### config.mk
export PLATFORM = sky130hd
export DESIGN_NAME = lfsr_keystream_ctrl
export DESIGN_NICKNAME = d
export VERILOG_FILES = /design/src/rtl/lfsr_keystream_ctrl.sv
export SDC_FILE = /design/constraint.sdc
export NUM_CORES = 1
export LEC_CHECK = 0
export ABC_AREA = 1
export CAP_MARGIN = 20
export CORE_MARGIN = 5
export CORE_UTILIZATION = 51
export DETAILED_ROUTE_END_ITERATION = 6
export PLACE_DENSITY = 0.89
export SLEW_MARGIN = 10
export SYNTH_ARGS = -nofsm -noshare
export SYNTH_HDL_FRONTEND = slang
export SYNTH_SLANG_ARGS = --single-unit
### constraint.sdc
create_clock -name i_clk -period 2.7 [get_ports i_clk]
set_input_delay 0.54 -clock i_clk [delete_from_list [all_inputs] [get_ports i_clk]]
set_output_delay 0.54 -clock i_clk [all_outputs]
set_load 0.01 [all_outputs]
### src/rtl/lfsr_keystream_ctrl.sv
// lfsr_keystream_ctrl
//   Controls an external 64-bit LFSR. It loads a seed, discards WARMUP steps,
//   then packs keystream bits into WORD_W-bit words and hands each word to a
//   consumer. A job produces i_nwords words.
//
// Handshake: o_valid/i_ready. A word transfers on any rising edge where
//   o_valid && i_ready. Once o_valid rises, o_word and o_valid stay stable
//   until that transfer or an abort. i_ready may change freely.
//
// Ports
//   i_clk, i_rst        clock, asynchronous active-low reset
//   i_start, i_seed,    job request; seed and word count are sampled with it
//   i_nwords
//   i_abort             synchronous job cancel (no o_done)
//   o_lfsr_load,        one-cycle seed load strobe and the seed to load
//   o_lfsr_seed
//   o_lfsr_step         LFSR advance enable
//   i_lfsr_bit          keystream bit of the LFSR's current state
//   o_word, o_valid,    output word stream
//   i_ready
//   o_busy, o_done      job active, one-cycle completion pulse
//   o_state             FSM state for debug
//                       (0 IDLE, 1 LOAD, 2 WARMUP, 3 RUN, 4 HOLD, 5 DONE)
//
// Configuration macro: LFSR_KEYSTREAM_ZERO_SEED_GUARD_EN
//   When defined, a zero seed is replaced by 64'h1 because an all-zero LFSR
//   state would lock up. The substitution is made when the seed is latched,
//   so o_lfsr_seed still reads 0 while the block is in reset.
module lfsr_keystream_ctrl #(
  parameter int WORD_W = 8,
  parameter int WARMUP = 64,
  parameter int CNT_W  = 16
) (
  input  logic              i_clk,
  input  logic              i_rst,
  input  logic              i_start,
  input  logic [63:0]       i_seed,
  input  logic [CNT_W-1:0]  i_nwords,
  input  logic              i_abort,
  output logic              o_lfsr_load,
  output logic [63:0]       o_lfsr_seed,
  output logic              o_lfsr_step,
  input  logic              i_lfsr_bit,
  output logic [WORD_W-1:0] o_word,
  output logic              o_valid,
  input  logic              i_ready,
  output logic              o_busy,
  output logic              o_done,
  output logic [2:0]        o_state
);

  typedef enum logic [2:0] {
    S_IDLE   = 3'd0,
    S_LOAD   = 3'd1,
    S_WARMUP = 3'd2,
    S_RUN    = 3'd3,
    S_HOLD   = 3'd4,
    S_DONE   = 3'd5
  } state_t;

  localparam int BIT_W = (WORD_W > 1) ? $clog2(WORD_W) : 1;
  localparam logic [BIT_W-1:0] BIT_LAST  = BIT_W'(WORD_W - 1);
  localparam logic [9:0]       WARM_LAST = (WARMUP > 0) ? 10'(WARMUP - 1) : 10'd0;

  state_t             state, state_nxt;
  logic [63:0]        seed_q;
  logic [63:0]        seed_latch;
  logic [CNT_W-1:0]   words_left;
  logic [9:0]         warm_cnt;
  logic [BIT_W-1:0]   bit_cnt;
  logic [WORD_W-1:0]  shift_nxt;
  logic [WORD_W-1:0]  word_q;
  logic               valid_q;
  logic               abort_go;

  // Abort only has an effect on an active job. In HOLD it overrides a
  // simultaneous handshake because it is evaluated first.
  assign abort_go = i_abort && (state != S_IDLE);

`ifdef LFSR_KEYSTREAM_ZERO_SEED_GUARD_EN
  assign seed_latch = (i_seed == 64'h0) ? 64'h1 : i_seed;
`else
  assign seed_latch = i_seed;
`endif

  // Shift register holds the bits gathered so far. Its oldest bit lands in
  // the MSB of the finished word on the last RUN cycle.
  generate
    if (WORD_W == 1) begin : g_single
      assign shift_nxt = i_lfsr_bit;
    end else begin : g_multi
      logic [WORD_W-2:0] shreg;
      assign shift_nxt = {shreg, i_lfsr_bit};
      always_ff @(posedge i_clk or negedge i_rst) begin
        if (!i_rst) begin
          shreg <= '0;
        end else if (state == S_RUN) begin
          shreg <= shift_nxt[WORD_W-2:0];
        end
      end
    end
  endgenerate

  // FSM: state register
  always_ff @(posedge i_clk or negedge i_rst) begin
    if (!i_rst) begin
      state <= S_IDLE;
    end else begin
      state <= state_nxt;
    end
  end

  // FSM: next-state logic
  always_comb begin
    state_nxt = state;
    if (abort_go) begin
      state_nxt = S_IDLE;
    end else begin
      case (state)
        S_IDLE: begin
          if (i_start) begin
            state_nxt = (i_nwords != '0) ? S_LOAD : S_DONE;
          end
        end
        S_LOAD: begin
          if (WARMUP == 0) state_nxt = S_RUN;
          else             state_nxt = S_WARMUP;
        end
        S_WARMUP: begin
          if (warm_cnt == WARM_LAST) state_nxt = S_RUN;
        end
        S_RUN: begin
          if (bit_cnt == BIT_LAST) state_nxt = S_HOLD;
        end
        S_HOLD: begin
          if (i_ready) begin
            state_nxt = (words_left == CNT_W'(1)) ? S_DONE : S_RUN;
          end
        end
        S_DONE:  state_nxt = S_IDLE;
        default: state_nxt = S_IDLE;
      endcase
    end
  end

  // FSM: outputs decoded from the registered state. Load and step are
  // decoded from different states, so they can never be high together.
  always_comb begin
    o_lfsr_load = 1'b0;
    o_lfsr_step = 1'b0;
    o_busy      = 1'b1;
    o_done      = 1'b0;
    case (state)
      S_IDLE:   o_busy      = 1'b0;
      S_LOAD:   o_lfsr_load = 1'b1;
      S_WARMUP: o_lfsr_step = 1'b1;
      S_RUN:    o_lfsr_step = 1'b1;
      S_DONE:   o_done      = 1'b1;
      default:  ;
    endcase
  end

  // Datapath: seed, counters, and the output word.
  always_ff @(posedge i_clk or negedge i_rst) begin
    if (!i_rst) begin
      seed_q     <= '0;
      words_left <= '0;
      warm_cnt   <= '0;
      bit_cnt    <= '0;
      word_q     <= '0;
      valid_q    <= 1'b0;
    end else if (abort_go) begin
      valid_q    <= 1'b0;
      warm_cnt   <= '0;
      bit_cnt    <= '0;
    end else begin
      case (state)
        S_IDLE: begin
          if (i_start && (i_nwords != '0)) begin
            seed_q     <= seed_latch;
            words_left <= i_nwords;
          end
        end
        S_LOAD: begin
          warm_cnt <= '0;
          bit_cnt  <= '0;
        end
        S_WARMUP: warm_cnt <= warm_cnt + 10'd1;
        S_RUN: begin
          if (bit_cnt == BIT_LAST) begin
            bit_cnt <= '0;
            word_q  <= shift_nxt;
            valid_q <= 1'b1;
          end else begin
            bit_cnt <= bit_cnt + BIT_W'(1);
          end
        end
        S_HOLD: begin
          if (i_ready) begin
            valid_q    <= 1'b0;
            words_left <= words_left - CNT_W'(1);
          end
        end
        default: ;
      endcase
    end
  end

  assign o_lfsr_seed = seed_q;
  assign o_word      = word_q;
  assign o_valid     = valid_q;
  assign o_state     = state;

endmodule
==> flow_summary.ini <==
[outcome]
run_status = completed

[worst_setup_path]
critPathLaunchType = flop
critPathRequiredTime_ps = 2160
critPathCaptureType = primary output
crit_type = flop to primary output
critPathMaxFanout = 7
cp.arrival_ps = 1850

[routing]
wl_per_cell_um = 15.6
dr.pass1.iters = 5
drc = 0
drtAntennaViolNets = 0
routed_wl_um = 15100
first_iter_violations = 518
vias = 5164
routed_via_density = 5.33

[global_routing]
antenna_found_initial = 0
grt_pass1_wl_um = 25300
grt_pass1_vias = 5157
grt_start_max_net_pins = 65
track_usage = 0.241
grt_overflow_total = 0

[clock_tree]
htree_levels = 3
cts_tree = yes
cts_sinks = 112
cts_buffers = 9
cts_buffer_depth = 2
cts.repair.resized = 0
path_clk_slew_ps = 100
cts_root_buf = clkbuf_8
clk_latency_ps = 380

[power_and_ir_drop]
leakage_nw = 3.63
p_per_area_nw_per_um2 = 1010
vdd_drop_max_mv = 0.438

[floorplan]
initial_core_util = 0.523
fp.dieW_um = 113
fp.coreArea_um2 = 10400
die_h_um = 113
rows = 37
die_area_um2 = 12800
pin_count = 166

[placed_design]
dp.cells = 951
io_buffer_count = 165
place_congestion = 0.901
dpl_cell_area_um2 = 7130
hpwl_um = 10800

[synthesis]
synthCells = 672
syn_nets = 763
yosysUniqueCellTypes = 32
yosys_warnings = 0
ys_seq_area_frac = 0.517
synth_area_um2 = 5430
synth-main-ff-cell = dfrtp_1
synth_edf_count = 0
synth_area_per_cell_um2 = 8.07
synth_seq_cells = 112
synthArstFlopShare = 1.00

[sta]
maxSlewViolCount = 0
rsz0062_at_grt = false
setup_viol = 0
worst_clock_skew_ps = 11.1
slew_headroom = 0.557
fin_crit_ps = 2390
fin_crit_sh = 0.884
tns_ps = 0
worst_pin_slew_ps = 664
hold_ws_ps = 476
final-hold-violation-count = 0
clock.fmax_mhz = 419

[finish]
syn2layout_area_growth_pct = 35.9
fillers = 766
drive_gt1_frac = 0.0709
nNetsFinal = 918
fin_util = 0.711
diodes = 0
fin_cells = 968
postLayoutCellArea_um2 = 7370

[job]
maxCapViolCount = 0

[hold_path]
holdCritPathClass = flop to flop
## layout by cell type, fill, tap and decap left out
cell type and instances:
a21oi_1 4, a22o_1 3, a31oi_1 3, buf_12 3, buf_4 4, bufinv_16 2, clkbuf_8 10, clkdlybuf4s50_1 164
clkinv_4 2, dfrtp_1 112, dlygate4sd3_1 1, ha_1 5, inv_1 38, inv_2 6, inv_4 1, inv_6 1
inv_8 1, mux2_2 1, mux2i_1 4, nand2_1 255, nand2_2 11, nand2_4 5, nand3_1 89, nand3_2 1
nand3b_1 1, nand4_1 4, nor2_1 49, nor2_2 1, nor2_4 3, nor3_1 2, o21ai_0 28, o21ai_1 6
o21ai_2 6, o22ai_1 2, or2_2 1, xnor2_1 2, xor2_1 1
## metal layers
layer / up-vias / track usage / part of all wire
met5: - / 0 / 0
met4: 0 / 0.0673 / 0.023
met3: 38 / 0.0652 / 0.085
met2: 228 / 0.397 / 0.48
met1: 2453 / 0.315 / 0.41
li1: 2445 / - / -
## worst max-delay path, cell delays in order (launching register included)
cell,delay (ps)
dfrtp_1,560
inv_2,110
nor3_1,200
clkdlybuf4s50_1,600
## registers in the layout, summed over array words and instances, names as in the netlist
| signal | cells |
|---|---|
| warm_cnt | 10 |
| g_multi.shreg | 7 |
| o_word | 8 |
| bit_cnt | 3 |
| o_state | 3 |
| o_valid | 1 |
| words_left | 16 |
| o_lfsr_seed | 64 |
## report_power, final
part / internal [W] / switching, W
Combinational: 0.00160 / 0.00187
Clock: 0.000562 / 0.000595
Sequential: 0.00232 / 0.000482
## timing repair
item | CTS | global route
hold endpoints to repair | 11 | 0
buffers inserted | 0 | 0
hold buffers | 1 | 0
## cells by family (layout without fill, tap and decap cells)
kind of cell               count (synthesis)  after routing  synth area share
xor gates and xnor gates                   3              3           0.00484
and+or+nand+nor                          422            422             0.333
AOI/OAI and AO/OA                         52             52            0.0554
adders and majority gates                  5              5            0.0115
buffers and inverters                     73            233            0.0690
muxes                                      5              5           0.00946
DFF                                      112            112             0.517
## synthesized netlist by cell type, types with 6 or more instances
master	n	area share
nand2_2	10	0.012
inv_1	38	0.026
nand2_1	256	0.18
inv_2	6	0.0042
nand3_1	89	0.082
nor2_1	49	0.034
buf_2	9	0.0083
o21ai_0	28	0.026
buf_6	11	0.023
o21ai_1	6	0.0055
dfrtp_1	112	0.52
clkbuf_1	7	0.0048
o21ai_2	6	0.0097
## final timing paths
kind	startpoint	endpoint	slack (ps)	cells past startpoint
worst max-delay path	o_state[2]$_DFFE_PN0P_	o_done	310	3
max in group asynchronous	i_rst	o_lfsr_seed[12]$_DFFE_PN0P_	1440	3
min in group asynchronous	i_rst	o_lfsr_seed[40]$_DFFE_PN0P_	570	2
worst min register to register	o_lfsr_seed[9]$_DFFE_PN0P_	o_lfsr_seed[9]$_DFFE_PN0P_	480	2
worst max register to register	o_state[1]$_DFFE_PN0P_	words_left[15]$_DFFE_PN0P_	720	8
worst min-delay path	o_lfsr_seed[9]$_DFFE_PN0P_	o_lfsr_seed[9]$_DFFE_PN0P_	480	2
## final cells by class
type / instances / area [µm²] / area share
sequential: 112 / 2800 / 0.380
clock buffer: 10 / 138 / 0.0187
inverter: 45 / 171 / 0.0233
multi-input combinational: 487 / 2250 / 0.305
clock inverter: 6 / 97.6 / 0.0132
tap: 136 / 170 / 0.0231
timing repair buffer: 172 / 1740 / 0.236
## metrics by stage
step	total power [W]	setup WS, ps
after CTS	0.00746	304
after floorplan	0.00469	1210
after detailed placement	0.00630	302
after global routing	0.00799	232
after global placement	0.00613	413
final	0.00744	314
Note: power is estimated with default switching activity, not from simulation.
